### src/rtl/key_event.sv
// Key gesture decoder: turns debounced key edges into short-click, double-click,
// long-press and auto-repeat pulses using a single shared 26-bit cycle counter.
module key_event #(
  parameter logic [25:0] LONG_CNT   = 26'd50_000_000,
  parameter logic [25:0] DCLICK_CNT = 26'd15_000_000,
  parameter logic [25:0] REPEAT_CNT = 26'd10_000_000
) (
  input  logic clk,
  input  logic rst,
  input  logic key_flag,
  input  logic key_state,
  output logic short_pulse,
  output logic double_pulse,
  output logic long_pulse,
  output logic repeat_pulse,
  output logic busy
);

  typedef enum logic [4:0] {
    IDLE   = 5'b00001,
    PRESS1 = 5'b00010,
    WAIT2  = 5'b00100,
    PRESS2 = 5'b01000,
    HOLD   = 5'b10000
  } state_t;

  state_t      state, state_nxt;
  logic [25:0] cnt, cnt_nxt;
  logic        short_nxt, double_nxt, long_nxt, repeat_nxt;
  logic        press_ev, rel_ev;

  assign press_ev = key_flag & ~key_state;
  assign rel_ev   = key_flag &  key_state;

  // Events that make no sense in the current state fall through untouched.
  always_comb begin
    state_nxt  = state;
    cnt_nxt    = cnt;
    short_nxt  = 1'b0;
    double_nxt = 1'b0;
    long_nxt   = 1'b0;
    repeat_nxt = 1'b0;
    case (state)
      IDLE: begin
        if (press_ev) begin
          state_nxt = PRESS1;
          cnt_nxt   = '0;
        end
      end
      PRESS1: begin
        if (rel_ev) begin
          state_nxt = WAIT2;
          cnt_nxt   = '0;
        end else if (cnt == LONG_CNT - 26'd1) begin
          long_nxt  = 1'b1;
          state_nxt = HOLD;
          cnt_nxt   = '0;
        end else begin
          cnt_nxt = cnt + 26'd1;
        end
      end
      WAIT2: begin
        if (press_ev) begin
          state_nxt = PRESS2;
          cnt_nxt   = '0;
        end else if (cnt == DCLICK_CNT - 26'd1) begin
          short_nxt = 1'b1;
          state_nxt = IDLE;
          cnt_nxt   = '0;
        end else begin
          cnt_nxt = cnt + 26'd1;
        end
      end
      PRESS2: begin
        if (rel_ev) begin
          double_nxt = 1'b1;
          state_nxt  = IDLE;
          cnt_nxt    = '0;
        end
      end
      HOLD: begin
        if (rel_ev) begin
          state_nxt = IDLE;
          cnt_nxt   = '0;
        end else if (cnt == REPEAT_CNT - 26'd1) begin
          repeat_nxt = 1'b1;
          cnt_nxt    = '0;
        end else begin
          cnt_nxt = cnt + 26'd1;
        end
      end
      default: begin
        state_nxt = IDLE;
        cnt_nxt   = '0;
      end
    endcase
  end

  // busy is taken from the next state so it lines up with the registered state.
  always_ff @(posedge clk) begin
    if (!rst) begin
      state        <= IDLE;
      cnt          <= '0;
      short_pulse  <= 1'b0;
      double_pulse <= 1'b0;
      long_pulse   <= 1'b0;
      repeat_pulse <= 1'b0;
      busy         <= 1'b0;
    end else begin
      state        <= state_nxt;
      cnt          <= cnt_nxt;
      short_pulse  <= short_nxt;
      double_pulse <= double_nxt;
      long_pulse   <= long_nxt;
      repeat_pulse <= repeat_nxt;
      busy         <= (state_nxt != IDLE);
    end
  end

endmodule

### config.mk
export PLATFORM = sky130hd
export DESIGN_NAME = key_event
export DESIGN_NICKNAME = d
export VERILOG_FILES = /design/src/rtl/key_event.sv
export SDC_FILE = /design/constraint.sdc
export NUM_CORES = 1
export LEC_CHECK = 0
export ABC_AREA = 1
export ABC_CLOCK_PERIOD_IN_PS = 1600
export CAP_MARGIN = 30
export CORE_ASPECT_RATIO = 0.9
export CORE_UTILIZATION = 44
export CTS_CLUSTER_DIAMETER = 40
export DETAILED_ROUTE_END_ITERATION = 10
export GPL_TIMING_DRIVEN = 0
export PLACE_DENSITY_LB_ADDON = 0.2
export SETUP_SLACK_MARGIN = 0.2
export SKIP_LAST_GASP = 1
export SLEW_MARGIN = 20
export SYNTH_ARGS = -nofsm -noshare
export SYNTH_HDL_FRONTEND = slang
export SYNTH_SLANG_ARGS = --single-unit
### constraint.sdc
create_clock -name clk -period 1.6 [get_ports clk]
set_input_delay 0.32 -clock clk [delete_from_list [all_inputs] [get_ports clk]]
set_output_delay 0.32 -clock clk [all_outputs]
set_load 0.02 [all_outputs]
==> impl_metrics.env <==
export IMPL_synth_yosys_seq_area_share_pct=32.8
export IMPL_powerDensity_nw_per_um2=649
export IMPL_ys_ff_latch=36
export IMPL_cpMaxStageDelayCell="dfxtp_1"
export IMPL_slowest_delay_ns=0.42
export IMPL_criticalPathCategory="reg2reg"
export IMPL_grt_pass1_vias=2115
export IMPL_cts_buffers=5
export IMPL_netlist_area_um2=2200
export IMPL_place_gp_congestion=0.889
export IMPL_critPathRequiredTime_ns=1.77
export IMPL_worstHoldPathType="in2reg"
export IMPL_design_area_um2=2870
export IMPL_finClkSkew_ns=0.0116
export IMPL_rsz0062_at_grt="yes"
export IMPL_core_area_um2=4830
export IMPL_setup_viol=23
export IMPL_htree_levels=2
export IMPL_utilization_pct=59.4
export IMPL_crit_start="cnt[9]"
export IMPL_grt_pass1_wl_um=9550
export IMPL_multi_input_area_um2=1440
export IMPL_timing_rr_start="cnt[9]"
export IMPL_hold_violations=0
export IMPL_synth_cell_types=31
export IMPL_initial_utilization_pct=45.4
export IMPL_vdd_drop_max_v=0.000537
export IMPL_ys_async_sr_fraction_pct=0
export IMPL_crit_fanout=10
export IMPL_port_buffers=8
export IMPL_areaGrowthSynthToFinish_pct=30.8
export IMPL_drc=0
export IMPL_end_kind="flop"
export IMPL_fp_dieH_um=69.0
export IMPL_nets=374
export IMPL_startpoint_type="flop"
export IMPL_grt_overflow=0
export IMPL_syn_num_nets=335
export IMPL_placed_cells=403
export IMPL_hp_start="key_state"
export IMPL_routed_via_density=5.22
export IMPL_drv_slew=0
export IMPL_antenna_cells=0
export IMPL_cts_sink_count=36
export IMPL_die_area_um2=5280
export IMPL_placed_area_um2=2390
export IMPL_num_rows=24
export IMPL_totalWireLength_um=6070
export IMPL_slew_headroom_pct=70.4
export IMPL_fin_worst_hold_slack_ns=0.478
export IMPL_drive_above_1_share_pct=37.0
export IMPL_violations="setup timing"
export IMPL_path_cells="nand2_2 -> nor2_1 -> nand2_1 -> nor2_1 -> nand3_1 -> nand2_2 -> nand4_4 -> nand2_4 -> buf_12 -> nor2_2"
export IMPL_cts_tree="built"
export IMPL_fmax_mhz=591
export IMPL_drtIter0Drc=163
export IMPL_layout_commonest_cell="nand2_1"
export IMPL_clockBufferDepth=2
export IMPL_tightest_slew_ns=0.443
export IMPL_maxCapViolCount=0
export IMPL_final_cell_mix="60 x nand2_1, 40 x nor2_1, 31 x inv_1"
export IMPL_cpLargestDelayFamily="simple AND/OR/NAND/NOR gates"
export IMPL_yosysWarnings=0
export IMPL_fin_crit_ns=1.69
export IMPL_finalPower_w=0.00187
export IMPL_p_leak_nw=1.09
export IMPL_status="finished, violations left"
export IMPL_cp_arrival_ns=1.87
export IMPL_grt_use_total_pct=22.5
export IMPL_syn_inst=330
export IMPL_grt_max_degree=12
export IMPL_synth_edf_count=0
export IMPL_vias=2270
export IMPL_ant_nets=0
export IMPL_critPathBufInv=1
export IMPL_avgSynthCellArea_um2=6.66
export IMPL_setup_ws_ns=-0.0914
export IMPL_drt_first_pass_iters=4
export IMPL_fin_crit_sh_pct=106
export IMPL_ios=9
export IMPL_seq_area_um2=757
export IMPL_fp_dieW_um=76.5
export IMPL_hpwl_um=4040
export IMPL_clk_pin_slew_ns=0.08
export IMPL_clockRootBuffer="clkbuf_8"
export IMPL_clk_latency_ns=0.29
export IMPL_avgRoutedWirePerCell_um=13.9
export IMPL_instances_no_fill=435
export IMPL_antenna_found_initial=0
export IMPL_nFillCells=442
export IMPL_yosys_most_used_dff="dfxtp_1"
==> metal layers <==
metal	wire [um]	part of all wire, %	vias to the layer above	GRT usage (%)
met4	112	1.8	0	6.41
li1	-	-	1152	-
met1	2780	46	1057	29.8
met2	2950	49	46	37.2
met3	228	3.8	15	4.37
met5	0	0	-	0
==> synthesized netlist by cell type, drive strengths merged (5+ instances only) <==
library cell  instances  area (um2)
inv                  37         139
nor3                 15        80.1
nand3                27         145
xor2                  5        43.8
dfxtp                36         721
o21ai                 8        40.0
a21oi                12        82.6
nand4                20         140
nand2                75         302
buf                   8        70.1
nor2                 74         343
==> where the power goes <==
group / internal, W / total, W / switching (W)
sequential: 0.000900 / 0.000910 / 0.0000103
clock: 0.000344 / 0.000683 / 0.000339
combinational: 0.000109 / 0.000273 / 0.000164
total: 0.00135 / 0.00187 / 0.000513
==> final timing paths <==
check        cells past startpoint  slack, ns      endpoint
max reg2reg                     10      -0.09       cnt[10]
max                             10      -0.09       cnt[10]
min                              3       0.48  double_pulse
min reg2reg                      2       0.51       cnt[23]
==> registers in the layout, summed over array words and instances (netlist names) <==
name	cells
state	5
long_pulse	1
double_pulse	1
cnt	26
repeat_pulse	1
busy	1
short_pulse	1
==> kinds of logic (layout without fill, tap and decap cells) <==
logic type               Yosys count  count (layout)  synth area share (%)
AO/OA/AOI/OAI                     26              26                  7.40
adder cells (fa/ha/maj)            1               1                 0.569
AND/OR/NAND/NOR                  215             215                  47.2
flip-flops                        36              36                  32.8
buffers and inverters             46              86                  9.68
XOR/XNOR                           6               6                  2.39
==> per-stage QoR <==
| step | worst slack [ns] | setup TNS (ns) |
|---|---|---|
| global route | -0.166 | -3.48 |
| floorplan | 0.0971 | 0 |
| finish | -0.0914 | -1.65 |
| global placement | -0.617 | -12.91 |
| CTS | -0.0654 | -1.19 |
| detailed placement | -0.614 | -12.73 |
==> worst register-to-register path: stages (launching register included) <==
cell	delay [ns]
dfxtp_1	0.42
nand2_2	0.19
nor2_1	0.19
nand2_1	0.08
nor2_1	0.09
nand3_1	0.09
nand2_2	0.09
nand4_4	0.12
nand2_4	0.12
buf_12	0.15
nor2_2	0.05
==> repair_timing <==
action / 4_1_cts / 5_1_grt
endpoints found under the setup margin: 35 / 33
setup buffers: 15 / 9
hold buffers: 0 / 0
pin swaps: 13 / 12
gates resized for setup: 36 / 52
==> cell type report <==
type	instances	area share [%]
clock buffers	6	2.87
well taps	65	2.83
inverters	38	5.27
plain buffers	8	3.05
repair buffers	32	9.10
flip-flops and latches	36	26.4
multi-input cells	248	50.2
clock inverters	2	0.348
Power figures use the tool's default switching activity.
==> variant 1: new RTL, same settings <==
Register the inputs `key_flag` and `key_state` before use, without a reset. The logic sees them one clock later.
--- a/src/rtl/key_event.sv
+++ b/src/rtl/key_event.sv
@@ -26,2 +26,10 @@
 
+  logic key_flag_q;
+  logic key_state_q;
+
+  always_ff @(posedge clk) begin
+    key_flag_q  <= key_flag;
+    key_state_q <= key_state;
+  end
+
   state_t      state, state_nxt;
@@ -31,4 +39,4 @@
 
-  assign press_ev = key_flag & ~key_state;
-  assign rel_ev   = key_flag &  key_state;
+  assign press_ev = key_flag_q & ~key_state_q;
+  assign rel_ev   = key_flag_q &  key_state_q;
 
Function: changed (Yosys sat finds a counterexample within 4 cycles, from zero or initial values and one cycle with rst low).
==> variant 1 against the original RTL <==
The run still ends with negative setup slack left. Global-route usage shrank 0.63 points. Critical path depth decreased by 1. Routed wire length is 7.9% lower. Utilization down 1.2 points. Area after synthesis rose by 1.8%. Worst setup slack better by 0.060 ns. Sequential cell count up 2. Hold slack got worse by 0.014 ns. Synthesized cell count grew 0.61%. Power rose by 1.6%. Design area is 1.4% lower. Combinational power decreased by 14%. Critical path type unchanged. Critical endpoint unchanged. Largest power group unchanged.
==> variant 1: results (changes against the original RTL) <==
Setup path
  • Crit path DAT: 1.82 ns (-0.05 ns)
  • Slowest CP cell: dfxtp_4
  • Worst reg-to-reg path cell count: 9 (-1)
  • Max stage delay on crit path: 0.36 ns (-0.06 ns)

Outcome
  • Status: complete, but fails checks
  • Failing checks: negative setup slack

Synth
  • Mapped Avg Cell Area: 6.738 um^2 (+1.2%)
  • Compound-cell area share of the yosys netlist: 7.271% (-0.13 points)
  • Top cells by count, synth: 69 x nand2_1, 52 x nor2_1, 38 x dfxtp_1
  • Area contributors post-synth: dfxtp_1 34%, nand2_1 12%, nor2_1 8.7%, inv_1 5.9%, nand3_1 5.6%
  • Post-Synthesis Net Count: 337 (+0.60%)
  • Sequential area share after synthesis: 34.00% (+1.2 points)

Pwr
  • Clock group power: 0.692 mW (+1%)
  • Max VDD drop: 476.0 uV (-11%)
  • Leakage power: 1.102 nW (+1.1%)
  • Switch share: 26.42% (-1.1 points)
  • Combinational cell power: 0.236 mW (-14%)

STA
  • Setup-failing EPs final: 20 (-13%)
  • Worst slew pin tran: 0.4075 ns (-0.03552 ns)
  • Setup WS post-layout: -0.03157 ns (+0.05985 ns)
  • Setup TNS: -0.4451 ns (+1.200 ns)

Placement
  • Post-placement cell count: 405 (+0.50%)

Clock network
  • Post-CTS Setup Inserts: 19 (+4)
  • Num Clock Sinks: 38 (+5.6%)

GRT
  • Vias in the first global route: 2020 (-4.5%)
  • First-pass GRT wire length: 9287 um (-2.7%)

Layout
  • Nets@finish: 373 (-0.27%)
  • Layout filler cell count: 456 (+3.2%)
  • Area of the multi-input gates: 1408 um^2 (-2.3%)
  • Cell area after layout: 2834 um^2 (-1.4%)
  • Non-clk bufs: 37 (-7.5%)
  • Sequential cell area share: 27.86% (+1.5 points)

Route
  • WL/cell: 12.87 um (-7.7%)
  • Via density: 5.198 (-0.39%)

Hold path
  • Hold Path Depth: 1 (-2)
## variant 1: cell count changes in the layout (fill, tap and decap cells not counted), moves of 3 or more
cell / delta
buf_4: -4
dfxtp_2: +6
dfxtp_4: -4
nand2_2: -3
nor2_4: -4
## variant 1: final timing paths
| check | slack (ns) | end | start |
|---|---|---|---|
| max | -0.03 | cnt[10] | cnt[0] |
| max reg2reg | -0.03 | cnt[10] | cnt[0] |
| min reg2reg | 0.52 | cnt[23] | cnt[23] |
| min | 0.46 | key_state_q | key_state |
## variant 1: cells by family (layout without fill, tap and decap cells)
group                      count (synthesis)  count (layout)
AOI/OAI and AO/OA                         26              26
adders and majority gates                  1               1
buffers and inverters                     46              83
and+or+nand+nor                          215             215
DFF                                       38              38
xor gates and xnor gates                   6               6
## variant 1: routing by layer
metal  global-route usage [%]  part of all wire (%)  wire length (um)
met2                    34.61                    46              2586
met4                    7.128                   1.1                63
met1                    29.62                    47              2652
met3                    4.605                   5.0               282
met5                        0                     0                 0
==> variant 2: new RTL, config.mk and constraints unchanged <==
Without the edit above. Set the parameter `LONG_CNT` to 26'd37500000 (it was 26'd50_000_000).
--- a/src/rtl/key_event.sv
+++ b/src/rtl/key_event.sv
@@ -3,3 +3,3 @@
 module key_event #(
-  parameter logic [25:0] LONG_CNT   = 26'd50_000_000,
+  parameter logic [25:0] LONG_CNT   = 26'd37500000,
   parameter logic [25:0] DCLICK_CNT = 26'd15_000_000,
Check against the original RTL: no difference found for any inputs over 10 cycles, from zero or initial values and one cycle with rst low; that may be too few to reach the edited logic, so the function may still have changed.
==> variant 2 against the original RTL <==
The flow still finishes with violations (negative setup slack). Worst setup slack got worse by 0.0096 ns. Clock skew increased by 0.0016 ns. Clock power increased by 21%. Combinational power increased by 11%. Critical endpoint is now cnt[12]. Critical path depth increased by 1. First-iteration DRC count decreased by 14%. Routed wire length increased by 5.6%. Die area increased by 3.2%. Sequential cell count unchanged. Synthesized cell count increased by 2.1%. Area after synthesis increased by 3.2%. Design area increased by 4.7%. Power increased by 9.4%.
==> variant 2: results (changes against the original RTL) <==
Outcome
  • Status: complete, but fails checks
  • Failing checks: negative setup slack

Layout
  • Layout filler cell count: 431 (-2.5%)
  • Nets@finish: 380 (+1.6%)
  • Area of the multi-input gates: 1533 um^2 (+6.3%)
  • Logic inverters: 47 (+24%)
  • Non-clk bufs: 36 (-10%)
  • Layout buffering overhead excluding clock cells: 11.64% (-0.51 points)
  • FF/Latch Area: 755.7 um^2 (-0.17%)
  • Fin cells: 441 (+1.4%)
  • Layout clock area frac: 3.576% (+0.35 points)
  • Ratio of cells with drive above 1 in the final layout: 39.89% (+2.9 points)
  • Cell area after layout: 3009 um^2 (+4.7%)

Synth
  • Sequential area share after synthesis: 31.77% (-1.0 points)
  • Top cells by count, synth: 74 x nand2_1, 55 x nor2_1, 44 x inv_1
  • Area contributors post-synth: dfxtp_1 32%, nand2_1 12%, nor2_1 9.1%, inv_1 7.3%, nor2_2 5.2%
  • Mapped Avg Cell Area: 6.731 um^2 (+1.1%)

STA
  • Setup TNS: -1.527 ns (+0.1179 ns)
  • Hold slack: 0.3653 ns (-0.1131 ns)
  • Rel. slew slack: 79.26% (+8.8 points)
  • Setup-failing EPs final: 25 (+8.7%)
  • Setup WS post-layout: -0.1010 ns (-0.009555 ns)

Clock network
  • Post-CTS Setup Inserts: 13 (-2)
  • Worst-Skew Late Latency: 0.31 ns (+0.02 ns)
  • # resized after CTS: 61 (+69%)

GRT
  • First-pass GRT wire length: 9873 um (+3.4%)
  • Vias in the first global route: 2074 (-1.9%)

Setup path
  • Crit path DAT: 1.89 ns (+0.02 ns)
  • Max stage delay on crit path: 0.36 ns (-0.06 ns)
  • Slowest CP cell: dfxtp_2
  • CP max FO: 5 (-5)

Route
  • WL/cell: 14.52 um (+4.2%)
  • Via density: 5.268 (+0.94%)

Placement
  • Post-placement cell count: 409 (+1.5%)
  • Placed cell areas: 2440 um^2 (+2.0%)
  • Half-perimeter wire length after placement: 4175 um (+3.3%)
  • Dpl ws: -0.4887 ns (+0.1256 ns)
  • Port Buffers: 7 (-1)

Pwr
  • Leakage power: 1.146 nW (+5.1%)
  • P_sw: 0.5514 mW (+7.5%)
  • Pwr Total: 2.041 mW (+9.4%)
  • Combinational cell power: 0.303 mW (+11%)
  • Max VDD drop: 525.2 uV (-2.2%)
  • Clock group power: 0.826 mW (+21%)

Die
  • Total core area: 4895 um^2 (+1.2%)
-- variant 2: layer usage --
layer  routed length (um)  track usage [%]  vias up
met1                 2783            32.20     1079
met2                 3051            37.36       82
met4                  101            8.805        0
li1                     -                -     1152
met5                    0                0        -
met3                  468            3.922       10
-- variant 2: path summary, 6_finish.rpt --
| check | depth (start not counted) | end | start |
|---|---|---|---|
| max reg2reg | 11 | cnt[12] | cnt[1] |
| min reg2reg | 2 | cnt[23] | cnt[23] |
| min | 2 | state[0] | rst |
| max | 11 | cnt[12] | cnt[1] |
-- variant 2: kinds of logic (layout without fill, tap and decap cells) --
kind of cell	Yosys count	after routing	synth area share, %
AO/OA/AOI/OAI	21	21	6.122
XOR/XNOR	9	9	3.475
adder cells (fa/ha/maj)	1	1	0.5515
buffers and inverters	52	91	10.48
flip-flops	36	36	31.77
AND/OR/NAND/NOR	218	218	47.60
